===== src/rtl/wb_sequencer.sv =====
// Writeback sequencer for a multicycle MIPS datapath.
// Takes one writeback request at a time from the main control FSM. For MDR-sourced
// writes it waits for mem_done, with a timeout. It then drives the MemToReg select and
// the register-file write strobe for exactly one cycle.
module wb_sequencer #(
    parameter int unsigned MEM_TIMEOUT = 15,
    parameter int unsigned CNT_W       = 16
) (
    input  logic             clk,
    input  logic             reset,
    input  logic             req_valid,
    output logic             req_ready,
    input  logic [2:0]       req_src,
    input  logic [4:0]       req_rd,
    input  logic             mem_done,
    input  logic             abort,
    output logic [2:0]       mem_to_reg,
    output logic [4:0]       wb_addr,
    output logic             reg_write,
    output logic             done,
    output logic             err,
    output logic [CNT_W-1:0] wb_count
);

    localparam logic [7:0] TmoLimit = 8'(MEM_TIMEOUT);
    localparam logic [2:0] SrcMdr   = 3'd1;
    localparam logic [2:0] SrcMax   = 3'd4;

    typedef enum logic [1:0] {StIdle, StWaitMem, StWrite} state_t;

    state_t     state;
    logic [7:0] tmo_cnt;
    logic [7:0] tmo_nxt;

    // Cycles spent in WAIT_MEM, including the current one.
    assign tmo_nxt = tmo_cnt + 8'd1;

    // Accept only in IDLE; an abort in the same cycle blocks the handshake.
    assign req_ready = (state == StIdle) && !abort && !reset;

    // Sequencer FSM with registered mux select, address and single-cycle strobes.
    always_ff @(posedge clk or posedge reset) begin
        if (reset) begin
            state      <= StIdle;
            tmo_cnt    <= 8'd0;
            mem_to_reg <= 3'd0;
            wb_addr    <= 5'd0;
            reg_write  <= 1'b0;
            done       <= 1'b0;
            err        <= 1'b0;
            wb_count   <= '0;
        end else begin
            reg_write <= 1'b0;
            done      <= 1'b0;
            err       <= 1'b0;
            if (abort) begin
                state <= StIdle;
            end else begin
                unique case (state)
                    StIdle: begin
                        if (req_valid) begin
                            mem_to_reg <= req_src;
                            wb_addr    <= req_rd;
                            if (req_src > SrcMax) begin
                                err <= 1'b1;
                            end else if (req_src == SrcMdr) begin
                                state   <= StWaitMem;
                                tmo_cnt <= 8'd0;
                            end else begin
                                state <= StWrite;
                                done  <= 1'b1;
                                // Writes to $zero complete but never strobe the bank.
                                if (req_rd != 5'd0) begin
                                    reg_write <= 1'b1;
                                    wb_count  <= wb_count + CNT_W'(1);
                                end
                            end
                        end
                    end
                    StWaitMem: begin
                        tmo_cnt <= tmo_nxt;
                        // mem_done takes precedence over a coincident timeout.
                        if (mem_done) begin
                            state <= StWrite;
                            done  <= 1'b1;
                            if (wb_addr != 5'd0) begin
                                reg_write <= 1'b1;
                                wb_count  <= wb_count + CNT_W'(1);
                            end
                        end else if (tmo_nxt == TmoLimit) begin
                            state <= StIdle;
                            err   <= 1'b1;
                        end
                    end
                    StWrite: begin
                        state <= StIdle;
                    end
                    default: begin
                        state <= StIdle;
                    end
                endcase
            end
        end
    end

endmodule

===== config.mk =====
export PLATFORM = sky130hd
export DESIGN_NAME = wb_sequencer
export DESIGN_NICKNAME = d
export VERILOG_FILES = /design/src/rtl/wb_sequencer.sv
export SDC_FILE = /design/constraint.sdc
export NUM_CORES = 1
export LEC_CHECK = 0
export BUFFER_PORTS_ARGS = -buffer_cell sky130_fd_sc_hd__buf_2
export CORE_ASPECT_RATIO = 0.5
export CORE_UTILIZATION = 48
export CTS_CLUSTER_SIZE = 24
export DETAILED_ROUTE_END_ITERATION = 12
export PLACE_DENSITY = 0.75
export SYNTH_ARGS = -nofsm -noshare
export SYNTH_HDL_FRONTEND = slang
export SYNTH_SLANG_ARGS = --single-unit

===== constraint.sdc =====
create_clock -name clk -period 1.8 [get_ports clk]
set_clock_uncertainty 0.1 [all_clocks]
set_input_delay 0.09 -clock clk [delete_from_list [all_inputs] [get_ports clk]]
set_output_delay 0.09 -clock clk [all_outputs]
set_load 0.05 [all_outputs]

Word level (Yosys, flattened, before mapping)
Cells that the tools add are included.

storage, ports and cells
  output and inout bits = 28
  flip-flop bits (word level) = 37

cells by class
  equal/unequal tests = 13
  order comparisons = 1
  reduce and logical (&&, ||, !) cells = 12
  $add $sub $neg = 2
  bitwise operators = 1
  multiplexer cells = 38

operator list
  kind                                                                    number
  16-bit 2-to-1 mux                                                       6
  16-bit one-hot mux with 2 select lines                                  1
  8-bit 2-to-1 mux                                                        3
  1-bit 2-to-1 mux                                                        17
  16-bit by 1-bit adder with 16-bit output (second input constant)        1
  8-bit one-hot mux with 2 select lines                                   1
  2-bit 2-to-1 mux                                                        6
  2-bit != test (second input constant)                                   5
  5-bit nonzero test                                                      2
  8-bit by 1-bit adder with 8-bit output (second input constant)          1
  8-bit by 4-bit equality test with 1-bit output (second input constant)  1
  8-bit AND reduction                                                     1
  3-bit != test (second input constant)                                   2
  1-bit one-hot mux with 2 select lines                                   3
  3-bit AND reduction                                                     2
  5-bit AND reduction                                                     1
  2-bit by 1-bit != test with 1-bit output (second input constant)        2
  4-bit != test (second input constant)                                   1
  2-bit one-hot mux with 2 select lines                                   1
  3-bit by 1-bit equality test with 1-bit output (second input constant)  1
  3-bit > comparator (second input constant)                              1
  2-bit by 1-bit equality test with 1-bit output (second input constant)  1
  1-bit logical AND                                                       2
  1-bit logical NOT                                                       2
  3 further kinds                                                         3

Depth between registers and ports, before layout
  depth in word-level cells = 7
  gate-level depth with buffers = 8
  mapped depth without buffers = 6

Worst setup path after synthesis
No wires, ideal clock.

  kind = register to output
  start = reg state[1]
  end = out req_ready
  stages on the path, launching flop included = 4
  arrival time = 1.848 ns
  required time = 1.610 ns
  setup slack = -0.238 ns
  cells stage by stage = dfrtp_1 > or2_1 > clkbuf_1 > nor3_1

on the way
  word-level cells in the longest chain between the ends = 3

ends and longest elaborated chain
  item                            line  source
  start: declaration              31    state_t state;
  start signal: assignment        44    state <= StIdle;
  start signal: assignment        57    state <= StIdle;
  start signal: assignment        67    state <= StWaitMem;
  2-bit logical NOT               39    assign req_ready = (state == StIdle) && !abort && !reset;
  1-bit logical AND (2 in a row)  39
  end: declaration                12    output logic req_ready,

No other way between the ends.

Worst setup path in the final report
  start = reg state[0]
  end = reg wb_count[12]

on the way
  word-level cells in the longest chain between the ends = 3

ends and longest elaborated chain
  item                                                                                        line  source
  2-bit by 1-bit equality test with 1-bit output / 2-bit logical NOT (equally long branches)  59    unique case (state)
  2-bit != test (no line) (tied with other cells)                                             n/a
  8-bit AND reduction (no line)                                                               n/a
  end signal: assignment                                                                      75    wb_count <= wb_count + CNT_W'(1);
  end signal: assignment                                                                      88    wb_count <= wb_count + CNT_W'(1);
  end: declaration                                                                            22    output logic [CNT_W-1:0] wb_count

Parallel ways exist; a longest one is shown, timed or not.
A chain may end at the register's enable or synchronous reset.

==> load_flow_metrics.sql <==
INSERT INTO impl_metrics (metric_group, metric, value, unit) VALUES
('synth', 'number_of_library_cell_types_mapped_by_synthesis', '40', ''),
('drt', 'remaining_drc_errors', '0', ''),
('synth', 'ys_seq_elements', '37', ''),
('setup_path', 'crit_path_end_kind', 'register', ''),
('grt', 'global_route_total_overflow', '0', ''),
('placed_design', 'gp_routability_congestion', '0.834', ''),
('floorplan', 'core', '3530', 'µm²'),
('drt', 'viasPerCell', '5.20', ''),
('synth', 'yosys_most_used_dff', 'sky130_fd_sc_hd__dfrtp_1', ''),
('finish', 'regMostFlops', 'wb_count', ''),
('floorplan', 'dieWidth', '88.9', 'µm'),
('timing', 'slew_margin_rel', '75.3', '%'),
('drt', 'drt_pre_antenna_iters', '4', ''),
('finish', 'area.growth.synth_to_final', '36.5', '%'),
('grt', 'antenna_found_initial', '0', ''),
('clock_tree', 'insertion_delay', '0.29', 'ns'),
('clock_tree', 'clock_tree_from_tritoncts', 'built', ''),
('finish', 'flip_flop_count_of_the_largest_register_after_layout', '16', ''),
('grt', 'wire_length_of_the_first_global_routing_pass', '6690', 'µm'),
('finish', 'largestRegisters', 'wb_count: 16 flops, tmo_cnt: 8 flops, wb_addr: 5 flops', ''),
('synth', 'synth.top_cells.by_area', 'sky130_fd_sc_hd__dfrtp_1 51%, sky130_fd_sc_hd__xnor2_1 6.3%, sky130_fd_sc_hd__mux2_2 5.6%', ''),
('synth', 'post_synth_inst_count', '166', ''),
('timing', 'min_period_over_period', '98.5', '%'),
('grt', 'grt_max_degree', '22', ''),
('synth', 'synth_nets', '182', ''),
('setup_path', 'critPathMaxFanout', '5', ''),
('floorplan', 'floorplan.initialDensity', '51.4', '%'),
('synth', 'yosysWarnings', '0', ''),
('pwr', 'power.ir.vdd_worst', '0.731', 'mV'),
('placed_design', 'numPortBuffers', '40', ''),
('grt', 'gr-usage-all-layers', '23.1', '%'),
('setup_path', 'data_arrival_at_the_endpoint_of_the_critical_path', '1.86', 'ns'),
('status', 'status', 'finished, final reports clean', ''),
('hold_path', 'min_delay_path_class', 'in -> reg', ''),
('drt', 'ant_nets', '0', ''),
('synth', 'syn_area_per_cell', '10.9', 'µm²'),
('pwr', 'power_density', '987', 'nW/µm²'),
('timing', 'fmaxAchievable', '564', 'MHz'),
('grt', 'grt.met1_usage', '29.5', '%'),
('clock_tree', 'clockBufferDepth', '2', ''),
('grt', 'grt_pass1_vias', '1485', ''),
('run', 'cap_violations', '0', ''),
('clock_tree', 'root_buffer', 'sky130_fd_sc_hd__clkbuf_8', ''),
('timing', 'timing.final.crit_period', '1.77', 'ns'),
('clock_tree', 'numClockSinks', '37', ''),
('drt', 'total_wirelength', '4060', 'µm'),
('finish', 'layout-drive-gt1-share', '43.6', '%'),
('setup_path', 'worst-endpoint-required', '1.88', 'ns'),
('clock_tree', 'htreeDepth', '2', ''),
('timing', 'finalMaxSlewViolations', '0', ''),
('synth', 'yosys.area.top_type_share', '51.1', '%'),
('drt', 'routed-via-count', '1492', ''),
('floorplan', 'rows', '15', ''),
('finish', 'diodes', '0', ''),
('timing', 'grt_setup_unrepaired', 'true', ''),
('clock_tree', 'clk_transition_reported_paths', '0.08', 'ns'),
('synth', 'sequential_element_share_of_the_synthesized_area', '51.1', '%'),
('setup_path', 'crit_type', 'reg -> reg', ''),
('placed_design', 'pre_cts_ws', '-0.0639', 'ns'),
('placed_design', 'dpl_hpwl', '2900', 'µm'),
('timing', 'max_slew.worst_pin.slew', '0.370', 'ns'),
('placed_design', 'post_dp_cell_area', '2200', 'µm²'),
('floorplan', 'chipHeight', '45.5', 'µm'),
('finish', 'area.sequential', '937', 'µm²'),
('finish', 'stdcell_area', '2470', 'µm²'),
('grt', 'groute.layer.met3.usage', '6.34', '%'),
('drt', 'detail_route.wl_per_cell', '14.1', 'µm'),
('clock_tree', 'cts_inserted_buffers', '5', ''),
('grt', 'global_route.usage.met2', '36.6', '%'),
('drt', 'drt_first_iter_violations', '61', ''),
('floorplan', 'top_level_pins', '41', '');
==> where the power goes <==
part	switching (µW)	leakage (µW)	internal [µW]
combinational	551	0.000639	243
clock	319	0.0000445	275
sequential	108	0.000474	946
==> synthesized netlist by cell type (4+ instances only) <==
cell,n
sky130_fd_sc_hd__o21ai_0,5
sky130_fd_sc_hd__nor3_1,6
sky130_fd_sc_hd__nand2_1,14
sky130_fd_sc_hd__and3_1,6
sky130_fd_sc_hd__xnor2_1,13
sky130_fd_sc_hd__nand3_1,6
sky130_fd_sc_hd__nand4_1,9
sky130_fd_sc_hd__inv_1,6
sky130_fd_sc_hd__mux2_2,9
sky130_fd_sc_hd__dfrtp_1,37
sky130_fd_sc_hd__nor2_1,4
sky130_fd_sc_hd__o31ai_1,5
sky130_fd_sc_hd__xor2_1,5
==> metal layers <==
layer | part of all wire (%) | routed length, µm | up-vias
li1 | - | - | 733
met1 | 47 | 1910 | 716
met2 | 47 | 1900 | 31
met3 | 3.2 | 129 | 12
met4 | 3.0 | 121 | 0
met5 | 0 | 0 | -
==> worst paths after layout <==
kind	startpoint	end	slack (ns)	cells after the start
min in group asynchronous	reset	tmo_cnt[3]$_DFFE_PP0P_	0.28	4
max in group asynchronous	reset	state[0]$_DFFE_PP0P_	1.05	4
worst min register to register	wb_count[7]$_DFFE_PP0P_	wb_count[7]$_DFFE_PP0P_	0.37	1
worst max register to register	state[0]$_DFFE_PP0P_	wb_count[12]$_DFFE_PP0P_	0.03	5
worst max-delay path	state[0]$_DFFE_PP0P_	wb_count[12]$_DFFE_PP0P_	0.03	5
worst min-delay path	req_src[1]	mem_to_reg[1]$_DFFE_PP0P_	0.01	2
==> cell usage in the layout, fill, tap and decap left out, types with 2 or more instances in the layout <==
| master | netlist | layout |
|---|---|---|
| sky130_fd_sc_hd__dlygate4sd3_1 | 0 | 9 |
| sky130_fd_sc_hd__a21o_1 | 3 | 3 |
| sky130_fd_sc_hd__nand2_1 | 14 | 13 |
| sky130_fd_sc_hd__and3_1 | 6 | 4 |
| sky130_fd_sc_hd__a21oi_1 | 3 | 3 |
| sky130_fd_sc_hd__nand2b_1 | 3 | 2 |
| sky130_fd_sc_hd__nand3_1 | 6 | 6 |
| sky130_fd_sc_hd__mux2_2 | 9 | 9 |
| sky130_fd_sc_hd__clkbuf_8 | 0 | 5 |
| sky130_fd_sc_hd__or3_1 | 2 | 2 |
| sky130_fd_sc_hd__and3_4 | 0 | 2 |
| sky130_fd_sc_hd__buf_2 | 0 | 40 |
| sky130_fd_sc_hd__xor2_1 | 5 | 5 |
| sky130_fd_sc_hd__nor2_2 | 1 | 2 |
| sky130_fd_sc_hd__and2_1 | 2 | 2 |
| sky130_fd_sc_hd__buf_4 | 0 | 16 |
| sky130_fd_sc_hd__dfrtp_1 | 37 | 28 |
| sky130_fd_sc_hd__nand4_1 | 9 | 9 |
| sky130_fd_sc_hd__inv_1 | 6 | 6 |
| sky130_fd_sc_hd__o21ai_0 | 5 | 5 |
| sky130_fd_sc_hd__nand3b_1 | 2 | 2 |
| sky130_fd_sc_hd__dfrtp_2 | 0 | 9 |
| sky130_fd_sc_hd__nor2_1 | 4 | 3 |
| sky130_fd_sc_hd__nor3_4 | 0 | 2 |
| sky130_fd_sc_hd__nor3_1 | 6 | 2 |
| sky130_fd_sc_hd__ha_1 | 3 | 2 |
| sky130_fd_sc_hd__o31ai_1 | 5 | 4 |
| sky130_fd_sc_hd__nor3_2 | 0 | 2 |
| sky130_fd_sc_hd__xnor2_1 | 13 | 13 |
==> stage by stage <==
stage	hold WS (ns)	instances	util, %	TNS, ns
detailed placement	0.0585	268	62.3	-0.173
global route	0.00712	287	70.1	-0.0292
CTS	0.00482	285	68.8	0
floorplan	0.0877	166	-	-0.184
global placement	0.0423	268	62.3	-0.0151
finish	0.0125	287	70.1	0
==> cell families (layout without fill, tap and decap cells) <==
family | after synthesis | count (layout) | share of synthesized area [%]
and+or+nand+nor | 62 | 62 | 18.8
DFF | 37 | 37 | 51.1
AOI/OAI and AO/OA | 25 | 25 | 10.6
xor gates and xnor gates | 18 | 18 | 8.70
buffers and inverters | 11 | 81 | 2.69
muxes | 10 | 10 | 6.14
adders and majority gates | 3 | 3 | 2.07
==> area by class of cell <==
class / count / share of cell area, %
sequential: 37 / 37.9
clock buffer: 5 / 2.78
tap: 51 / 2.58
inverter: 7 / 1.16
multi-input combinational: 118 / 37.7
timing repair buffer: 66 / 17.0
clock inverter: 3 / 0.859
==> worst max-delay path: stages (launching register included) <==
cell and delay [ns]:
sky130_fd_sc_hd__dfrtp_2 0.44, sky130_fd_sc_hd__nand2b_4 0.16, sky130_fd_sc_hd__a221oi_4 0.29, sky130_fd_sc_hd__o31ai_4 0.16
sky130_fd_sc_hd__or3_1 0.38, sky130_fd_sc_hd__xnor2_1 0.13
==> repair_timing <==
action	in CTS	in global routing
endpoints found under the hold margin	45	0
setup buffers	0	2
pin swaps	4	7
resized for setup	9	9
hold buffers	9	0
setup endpoints to repair	6	15
No activity file was read; power rests on OpenSTA's default activity.
